[config.mk]
export PLATFORM = sky130hd
export DESIGN_NAME = cu_xb_pipe
export DESIGN_NICKNAME = d
export VERILOG_FILES = /design/src/rtl/cu_xb_pkg.sv /design/src/rtl/xb_fwd_mux.sv /design/src/rtl/cu_xb_pipe.sv
export SDC_FILE = /design/constraint.sdc
export NUM_CORES = 1
export LEC_CHECK = 0
export BUFFER_PORTS_ARGS = -buffer_cell sky130_fd_sc_hd__buf_2
export CAP_MARGIN = 20
export CORE_MARGIN = 1.5
export CORE_UTILIZATION = 37
export CTS_CLUSTER_DIAMETER = 80
export DETAILED_ROUTE_END_ITERATION = 8
export PLACE_DENSITY = 0.78
export SYNTH_ARGS = -nofsm -noshare
export SYNTH_HDL_FRONTEND = slang
export SYNTH_SLANG_ARGS = --single-unit
[constraint.sdc]
create_clock -name clk -period 1.8 [get_ports clk]
set_input_delay 0.27 -clock clk [delete_from_list [all_inputs] [get_ports clk]]
set_output_delay 0.27 -clock clk [all_outputs]
set_load 0.05 [all_outputs]
[src/rtl/cu_xb_pkg.sv]
// Shared constants for the compute-unit / register-file crossbar.
// Holds the unit index map and the default widths.
package cu_xb_pkg;

    localparam int CU_ALU = 0;
    localparam int CU_MUL = 1;
    localparam int CU_SHF = 2;

    localparam int DEF_DATA_WIDTH    = 16;
    localparam int DEF_ADDRESS_WIDTH = 4;
    localparam int DEF_NUM_UNITS     = 3;
    localparam int DEF_ERR_CNT_WIDTH = 8;

endpackage

[src/rtl/xb_fwd_mux.sv]
// One read port's operand forwarding: the current-cycle result has priority,
// then the in-flight write-back stage, then register-file data.
module xb_fwd_mux #(
    parameter int DATA_WIDTH    = 16,
    parameter int ADDRESS_WIDTH = 4,
    parameter bit FWD_EN        = 1'b1
) (
    input  logic [ADDRESS_WIDTH-1:0] raddr_i,
    input  logic                     s0_valid_i,
    input  logic [ADDRESS_WIDTH-1:0] s0_wadd_i,
    input  logic [DATA_WIDTH-1:0]    s0_dt_i,
    input  logic                     s1_valid_i,
    input  logic [ADDRESS_WIDTH-1:0] s1_wadd_i,
    input  logic [DATA_WIDTH-1:0]    s1_dt_i,
    input  logic [DATA_WIDTH-1:0]    rf_dt_i,
    output logic [DATA_WIDTH-1:0]    dt_o
);

    generate
        if (FWD_EN) begin : g_fwd
            always_comb begin
                dt_o = rf_dt_i;
                if (s0_valid_i && (raddr_i == s0_wadd_i)) begin
                    dt_o = s0_dt_i;
                end else if (s1_valid_i && (raddr_i == s1_wadd_i)) begin
                    dt_o = s1_dt_i;
                end
            end
        end else begin : g_nofwd
            // Forwarding inputs are intentionally ignored in this build.
            logic unused_fwd;
            assign unused_fwd = ^{raddr_i, s0_valid_i, s0_wadd_i, s0_dt_i,
                                  s1_valid_i, s1_wadd_i, s1_dt_i};
            assign dt_o = rf_dt_i;
        end
    endgenerate

endmodule

[src/rtl/cu_xb_pipe.sv]
// Write-back crossbar: priority-selects one result per cycle, registers it
// into a write-back stage, forwards to both read ports, and tracks collisions.
module cu_xb_pipe
    import cu_xb_pkg::*;
#(
    parameter int DATA_WIDTH    = DEF_DATA_WIDTH,
    parameter int ADDRESS_WIDTH = DEF_ADDRESS_WIDTH,
    parameter int NUM_UNITS     = DEF_NUM_UNITS,
    parameter bit FWD_EN        = 1'b1,
    parameter int ERR_CNT_WIDTH = DEF_ERR_CNT_WIDTH
) (
    input  logic                            clk,
    input  logic                            rst_n,
    input  logic [NUM_UNITS-1:0]            ps_xb_w_cuEn,
    input  logic                            ps_xb_w_bcEn,
    input  logic [ADDRESS_WIDTH-1:0]        ps_xb_wadd,
    input  logic [ADDRESS_WIDTH-1:0]        ps_xb_raddx,
    input  logic [ADDRESS_WIDTH-1:0]        ps_xb_raddy,
    input  logic [DATA_WIDTH-1:0]           bc_dt,
    input  logic [NUM_UNITS*DATA_WIDTH-1:0] cu_xb_dt,
    input  logic [DATA_WIDTH-1:0]           rf_xb_dtx,
    input  logic [DATA_WIDTH-1:0]           rf_xb_dty,
    input  logic                            err_clr,
    output logic [DATA_WIDTH-1:0]           xb_dtx,
    output logic [DATA_WIDTH-1:0]           xb_dty,
    output logic                            xb_rf_w_En,
    output logic [ADDRESS_WIDTH-1:0]        xb_rf_wadd,
    output logic [DATA_WIDTH-1:0]           xb_rf_dt,
    output logic                            xb_coll,
    output logic                            xb_coll_sticky,
    output logic [ERR_CNT_WIDTH-1:0]        xb_coll_cnt
);

    localparam int REQ_W = NUM_UNITS + 1;

    // Bit 0 is unit 0 (highest priority); the broadcast sits in the top bit.
    function automatic logic [REQ_W-1:0] first_grant(input logic [REQ_W-1:0] v);
        return v & (~v + REQ_W'(1));
    endfunction

    logic [REQ_W-1:0]         req;
    logic [REQ_W-1:0]         grant;
    logic                     s0_valid;
    logic                     collision;
    logic [DATA_WIDTH-1:0]    s0_dt;
    logic [ADDRESS_WIDTH-1:0] s0_wadd;

    assign req       = {ps_xb_w_bcEn, ps_xb_w_cuEn};
    assign grant     = first_grant(req);
    assign s0_valid  = |req;
    assign collision = |(req & (req - REQ_W'(1)));
    assign s0_wadd   = ps_xb_wadd;

    always_comb begin
        s0_dt = '0;
        for (int i = 0; i < NUM_UNITS; i++) begin
            if (grant[i]) begin
                s0_dt = s0_dt | cu_xb_dt[i*DATA_WIDTH +: DATA_WIDTH];
            end
        end
        if (grant[NUM_UNITS]) begin
            s0_dt = s0_dt | bc_dt;
        end
    end

    logic                     w_en_q,   w_en_d;
    logic [ADDRESS_WIDTH-1:0] wadd_q,   wadd_d;
    logic [DATA_WIDTH-1:0]    dt_q,     dt_d;
    logic                     coll_q,   coll_d;
    logic                     sticky_q, sticky_d;
    logic [ERR_CNT_WIDTH-1:0] cnt_q,    cnt_d;

    always_comb begin
        w_en_d   = s0_valid;
        wadd_d   = s0_wadd;
        dt_d     = s0_dt;
        coll_d   = collision;
        sticky_d = (sticky_q | collision) & ~err_clr;
        cnt_d    = cnt_q;
        if (err_clr) begin
            cnt_d = '0;
        end else if (collision && (cnt_q != {ERR_CNT_WIDTH{1'b1}})) begin
            cnt_d = cnt_q + ERR_CNT_WIDTH'(1);
        end
    end

    always_ff @(posedge clk or negedge rst_n) begin
        if (!rst_n) begin
            w_en_q   <= 1'b0;
            wadd_q   <= '0;
            dt_q     <= '0;
            coll_q   <= 1'b0;
            sticky_q <= 1'b0;
            cnt_q    <= '0;
        end else begin
            w_en_q   <= w_en_d;
            wadd_q   <= wadd_d;
            dt_q     <= dt_d;
            coll_q   <= coll_d;
            sticky_q <= sticky_d;
            cnt_q    <= cnt_d;
        end
    end

    assign xb_rf_w_En     = w_en_q;
    assign xb_rf_wadd     = wadd_q;
    assign xb_rf_dt       = dt_q;
    assign xb_coll        = coll_q;
    assign xb_coll_sticky = sticky_q;
    assign xb_coll_cnt    = cnt_q;

    xb_fwd_mux #(
        .DATA_WIDTH   (DATA_WIDTH),
        .ADDRESS_WIDTH(ADDRESS_WIDTH),
        .FWD_EN       (FWD_EN)
    ) u_fwd_x (
        .raddr_i   (ps_xb_raddx),
        .s0_valid_i(s0_valid),
        .s0_wadd_i (s0_wadd),
        .s0_dt_i   (s0_dt),
        .s1_valid_i(w_en_q),
        .s1_wadd_i (wadd_q),
        .s1_dt_i   (dt_q),
        .rf_dt_i   (rf_xb_dtx),
        .dt_o      (xb_dtx)
    );

    xb_fwd_mux #(
        .DATA_WIDTH   (DATA_WIDTH),
        .ADDRESS_WIDTH(ADDRESS_WIDTH),
        .FWD_EN       (FWD_EN)
    ) u_fwd_y (
        .raddr_i   (ps_xb_raddy),
        .s0_valid_i(s0_valid),
        .s0_wadd_i (s0_wadd),
        .s0_dt_i   (s0_dt),
        .s1_valid_i(w_en_q),
        .s1_wadd_i (wadd_q),
        .s1_dt_i   (dt_q),
        .rf_dt_i   (rf_xb_dty),
        .dt_o      (xb_dty)
    );

endmodule
* Yosys cells after proc, flatten, opt, wreduce, memory -nomap -nowiden
Index checks and enable logic that the tools add are counted.
** Word-level totals
- Register bits after elaboration :: 31
- Output and inout bits :: 63
** Operators by class
- Reductions and logical operators :: 8
- Add/sub/neg operators :: 3
- Bitwise operators :: 9
- Eq/ne operators :: 5
- Muxes and demuxes :: 10
** Operators with widths (count)
- 2-to-1 mux 16 bit :: 8
- bitwise OR 16 bit :: 3
- equality test 4 bit :: 4
- 2-to-1 mux 8 bit :: 2
- adder 8 x 1 -> 8 bit (second input constant) :: 1
- AND 4 bit :: 2
- inequality test 8 bit (second input constant) :: 1
- OR reduction 4 bit :: 2
- logical AND 1 bit :: 5
- adder 4 x 1 -> 4 bit (second input constant) :: 1
- NOT 4 bit :: 1
- subtractor 4 x 1 -> 4 bit (second input constant) :: 1
- nonzero test 2 bit :: 1
- AND 1 bit :: 1
- NOT 1 bit :: 1
- bitwise OR 1 bit :: 1

* Longest topological paths before layout
- Depth in word-level cells :: 11
- Gate-level depth with buffers :: 7

* Hierarchy
From an unflattened synthesis, not the netlist that was laid out.
** Second synthesis, totals
- Cells, all modules :: 326
- Area, all modules :: 2837.7 sq um
** Modules (own cells, without submodules)
- cu_xb_pipe :: cells each 138, seq. area each 775.7 sq um, area an instance 1451.4 sq um, instances 1
- xb_fwd_mux :: cells each 94, seq. area each 0.0 sq um, area an instance 693.2 sq um, instances 2

* Worst setup path after synthesis
Ideal clock, no wire load.
- Path type :: register to output
- From :: register wadd_q[2], in the netlist xb_rf_wadd[2]
- To :: output xb_dtx[10]
- Arrival :: 2.775 ns
- Buffers on the path :: 1
- Stages on the path, launching flop included :: 7
- Data required time :: 1.530 ns
- Setup slack :: -1.245 ns
- Cell sequence :: dfrtp_1 xor2_1 nor3_1 nand3_2 buf_2 mux2i_1 o21ai_0
** Between the ends
- Word-level cells in the longest chain between the ends :: 4
** Ends and longest elaborated chain
- from (decl) :: line cu_xb_pipe.sv:67 : logic [ADDRESS_WIDTH-1:0] wadd_q, wadd_d;
- from (signal assigned) :: line cu_xb_pipe.sv:97 : wadd_q <= wadd_d;
- equality test 4 bit :: line xb_fwd_mux.sv:25 : end else if (s1_valid_i && (raddr_i == s1_wadd_i)) begin
- logical AND 1 bit :: line xb_fwd_mux.sv:25
- 2-to-1 mux 16 bit :: line xb_fwd_mux.sv:25
- 2-to-1 mux 16 bit :: line xb_fwd_mux.sv:23 : if (s0_valid_i && (raddr_i == s0_wadd_i)) begin
- to (decl) :: line cu_xb_pipe.sv:24 : output logic [DATA_WIDTH-1:0] xb_dtx,
No other way between the ends.

* Final worst setup path
- From :: register wadd_q[0], in the netlist xb_rf_wadd[0]
- To :: output xb_dty[15]
** Between the ends
- Word-level cells in the longest chain between the ends :: 4
** Ends and longest elaborated chain
- equality test 4 bit :: line xb_fwd_mux.sv:25
- logical AND 1 bit :: line xb_fwd_mux.sv:25
- 2-to-1 mux 16 bit :: line xb_fwd_mux.sv:25
- 2-to-1 mux 16 bit :: line xb_fwd_mux.sv:23
- to (decl) :: line cu_xb_pipe.sv:25 : output logic [DATA_WIDTH-1:0] xb_dty,
No other way between the ends.

==> metrics.md <==
| Metric | Value |
|---|---|
| DP Area | `3900 µm²` |
| # IOs | `178` |
| CP endpoint kind | `output pin` |
| Crit path required time | `1.53 ns` |
| Asr flop ratio synth | `100%` |
| Routed Antenna Nets | `0` |
| Final Max Slew Viols | `0` |
| RSZ-0062 raised after global routing | `true` |
| Top cells by area, synth | `dfrtp_1 (33%), mux2i_1 (14%), a22oi_1 (10%)` |
| CP max stage cell | `dfrtp_2` |
| Crit path cell chain | `a222oi_1, nor4b_4, buf_12, mux2i_2, a21oi_4, buf_2` |
| Failing checks | `negative setup slack` |
| Final Hold Viols | `0` |
| CTS tree | `built` |
| Vias in the first global route | `2725` |
| Synthesized area | `2320 µm²` |
| Antenna violations before repair | `0` |
| Largest buffer count on any clock path | `2` |
| Tmin final | `2.43 ns` |
| Post-synth top area share | `33.4%` |
| Pre-antenna DRT Iters | `6` |
| Via density | `5.25` |
| FF-to-FF End | `xb_coll_cnt[4]` |
| Row count | `28` |
| Largest area contributor in the netlist | `dfrtp_1` |
| CTS sink count | `31` |
| Worst hold path type | `input pin to asynchronous set/reset pin` |
| Final setup fails | `32` |
| Port bufs | `177` |
| Status | `finished, violations left` |
| Leakage dissipation | `1.94 nW` |
| GRT Total Usage | `25.1%` |
| Top_reg_cell synth | `dfrtp_1` |
| Share of cells above drive strength 1 | `63.0%` |
| Post-synth EDFFs | `0` |
| Crit path launch type | `flop` |
| Yosys reg bits | `31` |
| Via count | `2853` |
| Layout Nets | `583` |
| Total grt overflow | `0` |
| Final WL | `8.74 mm` |
| Pwr Density | `669 nW/µm²` |
| Die width | `82.2 µm` |
| Final WS setup | `-0.626 ns` |
| Worst-path clk slew | `0.07 ns` |
| Die height | `82.2 µm` |
| First-pass GRT wire length | `12.8 mm` |
| Core area | `5990 µm²` |
| Register area | `782 µm²` |
| Mapped Cells | `263` |
| F_max | `412 MHz` |
| Multi-input gate area | `1870 µm²` |
| R2r worst-path depth | `6` |
| Post-route DRC | `0` |
| Unique masters post-synth | `36` |
| Skew-Pair Late Insertion Delay | `0.27 ns` |
| Post-route cell area | `4250 µm²` |
| Final period util | `135%` |
| Critical path data arrival time | `2.16 ns` |
| Area growth syn-to-layout | `82.9%` |
| Fillers | `461` |
| Antenna diodes | `0` |
| Largest net degree at the start of global routing | `33` |
| Die area | `6760 µm²` |
| Worst R2R Setup Slack | `0.20 ns` |
| CTS H-Tree Depth | `2` |
| CTS Root Cell | `clkbuf_8` |
| DR WL/cell | `16.1 µm` |
| Post-CTS Hold Buffers | `0` |
| CP bufs+invs | `2` |
| Max incr delay on CP | `0.40 ns` |
| Sequential share of the synthesized area | `33.4%` |
| VDD IR max | `425 µV` |
| Post-DP HPWL | `6.78 mm` |
| CTS buffer count | `5` |
| Global placer's final weighted congestion | `0.859` |
| CP max FO | `16` |
| Synth Warn # | `0` |
| Family with the most delay on the worst path | `buffers and inverters` |
| Syn_nets | `379` |
| Mean Syn Cell Area | `8.83 µm²` |
| Initial DRC count | `78` |
| Max-cap violations | `0` |
| Crit Path Class | `flop to output pin` |
| Max transition margin | `53.9%` |
| Dpl ws | `-0.410 ns` |
| Launching point of the worst reg2reg path | `xb_coll_cnt[0]` |
| Clock skew | `0.00213 ns` |
| Starting Density | `38.8%` |
| Slew @ Worst Pin | `0.692 ns` |
-- layer usage --
| metal | vias up | part of all wire [%] | track usage [%] |
|---|---|---|---|
| met1 | 1354 | 41 | 31.7 |
| met3 | 14 | 4.8 | 3.96 |
| met2 | 117 | 52 | 43.7 |
| met4 | 0 | 2.0 | 7.46 |
| met5 | - | 0 | 0 |
| li1 | 1368 | - | - |
-- kinds of logic after synthesis --
kind of cell	share of synthesized area [%]
AND/OR/NAND/NOR	14.7
buffers and inverters	5.66
flip-flops	33.4
XOR/XNOR	6.79
adder cells (fa/ha/maj)	0.539
AO/OA/AOI/OAI	24.7
multiplexers	14.2
-- registers in the layout, summed over array words and instances (netlist names) --
name,cells
xb_rf_dt,16
xb_rf_wadd,4
xb_coll_sticky,1
xb_coll,1
xb_coll_cnt,8
xb_rf_w_En,1
-- cells in the final DEF (no fill, tap or decap), types with 2 or more instances in the layout --
cell,Yosys,final
buf_2,7,160
a22oi_1,32,32
buf_4,3,32
nor2_1,27,27
dfrtp_1,31,26
mux2i_2,0,24
nand2_1,21,20
a21oi_4,0,16
o21ai_4,0,15
buf_6,1,13
o21ai_0,28,12
xor2_1,10,10
xnor2_1,8,8
mux2i_1,33,7
clkbuf_8,0,7
o21ai_1,6,6
buf_12,1,6
buf_8,0,5
dfrtp_2,0,5
inv_1,4,3
nand3_1,3,3
nor3_1,5,3
nor2b_1,2,2
nor4b_4,1,2
nor4_1,2,2
nand2_2,1,2
mux2i_4,0,2
a211o_1,2,2
nand4_1,2,2
-- worst register-to-register path, stage by stage, from the launching register on --
cell,delay (ns)
dfrtp_1,0.41
ha_1,0.23
nand4_1,0.12
nor2_1,0.11
nor4b_1,0.39
xnor2_1,0.16
nor2_1,0.05
-- layout make-up --
class	instances	area share, %
inverters	4	0.354
repair buffers	216	32.6
clock buffers	8	2.36
multi-input cells	209	44.1
flip-flops and latches	31	18.4
well taps	75	2.21
-- timing repair --
item                                    CTS  global route
buffers inserted                          0             0
gates resized for setup                  61             7
pin swaps                                 6             0
endpoints found under the setup margin   32            32
-- worst max path at each step --
stage                         start         end  depth (start not counted)
floorplan             xb_rf_wadd[3]  xb_dtx[10]                          6
global placement    ps_xb_w_cuEn[1]   xb_dty[0]                         10
detailed placement   ps_xb_raddy[0]   xb_dty[6]                          8
CTS                   xb_rf_wadd[0]  xb_dty[14]                          6
global route          xb_rf_wadd[0]  xb_dty[14]                          6
finish                xb_rf_wadd[0]  xb_dty[15]                          6
-- cells in the mapped netlist, types with 3 or more instances --
cell type / n
buf_4: 3
inv_1: 4
o21ai_0: 28
buf_2: 7
xnor2_1: 8
nand2_1: 21
xor2_1: 10
nand3_1: 3
nor2_1: 27
a21oi_2: 10
mux2i_1: 33
a21oi_1: 7
dfrtp_1: 31
a22oi_1: 32
nor3_1: 5
clkbuf_1: 5
o21ai_1: 6
-- power breakdown --
group | internal [mW] | leakage [nW] | switching, mW
Sequential | 0.746 | 0.379 | 0.0557
Combinational | 0.546 | 1.51 | 0.900
Clock | 0.349 | 0.0515 | 0.244
-- metrics by stage --
stage	hold slack [ns]	utilization, %	instances	setup TNS (ns)	power [mW]
finish	0.0356	70.9	543	-15.40	2.84
global route	0.0877	70.9	543	-18.67	2.96
CTS	0.0617	70.4	543	-15.62	2.83
detailed placement	0.355	65.1	535	-10.0	2.13
global placement	0.351	65.1	535	-8.74	2.11
floorplan	-0.0256	-	263	-8.81	1.69
(Power assumes the default switching activity.)
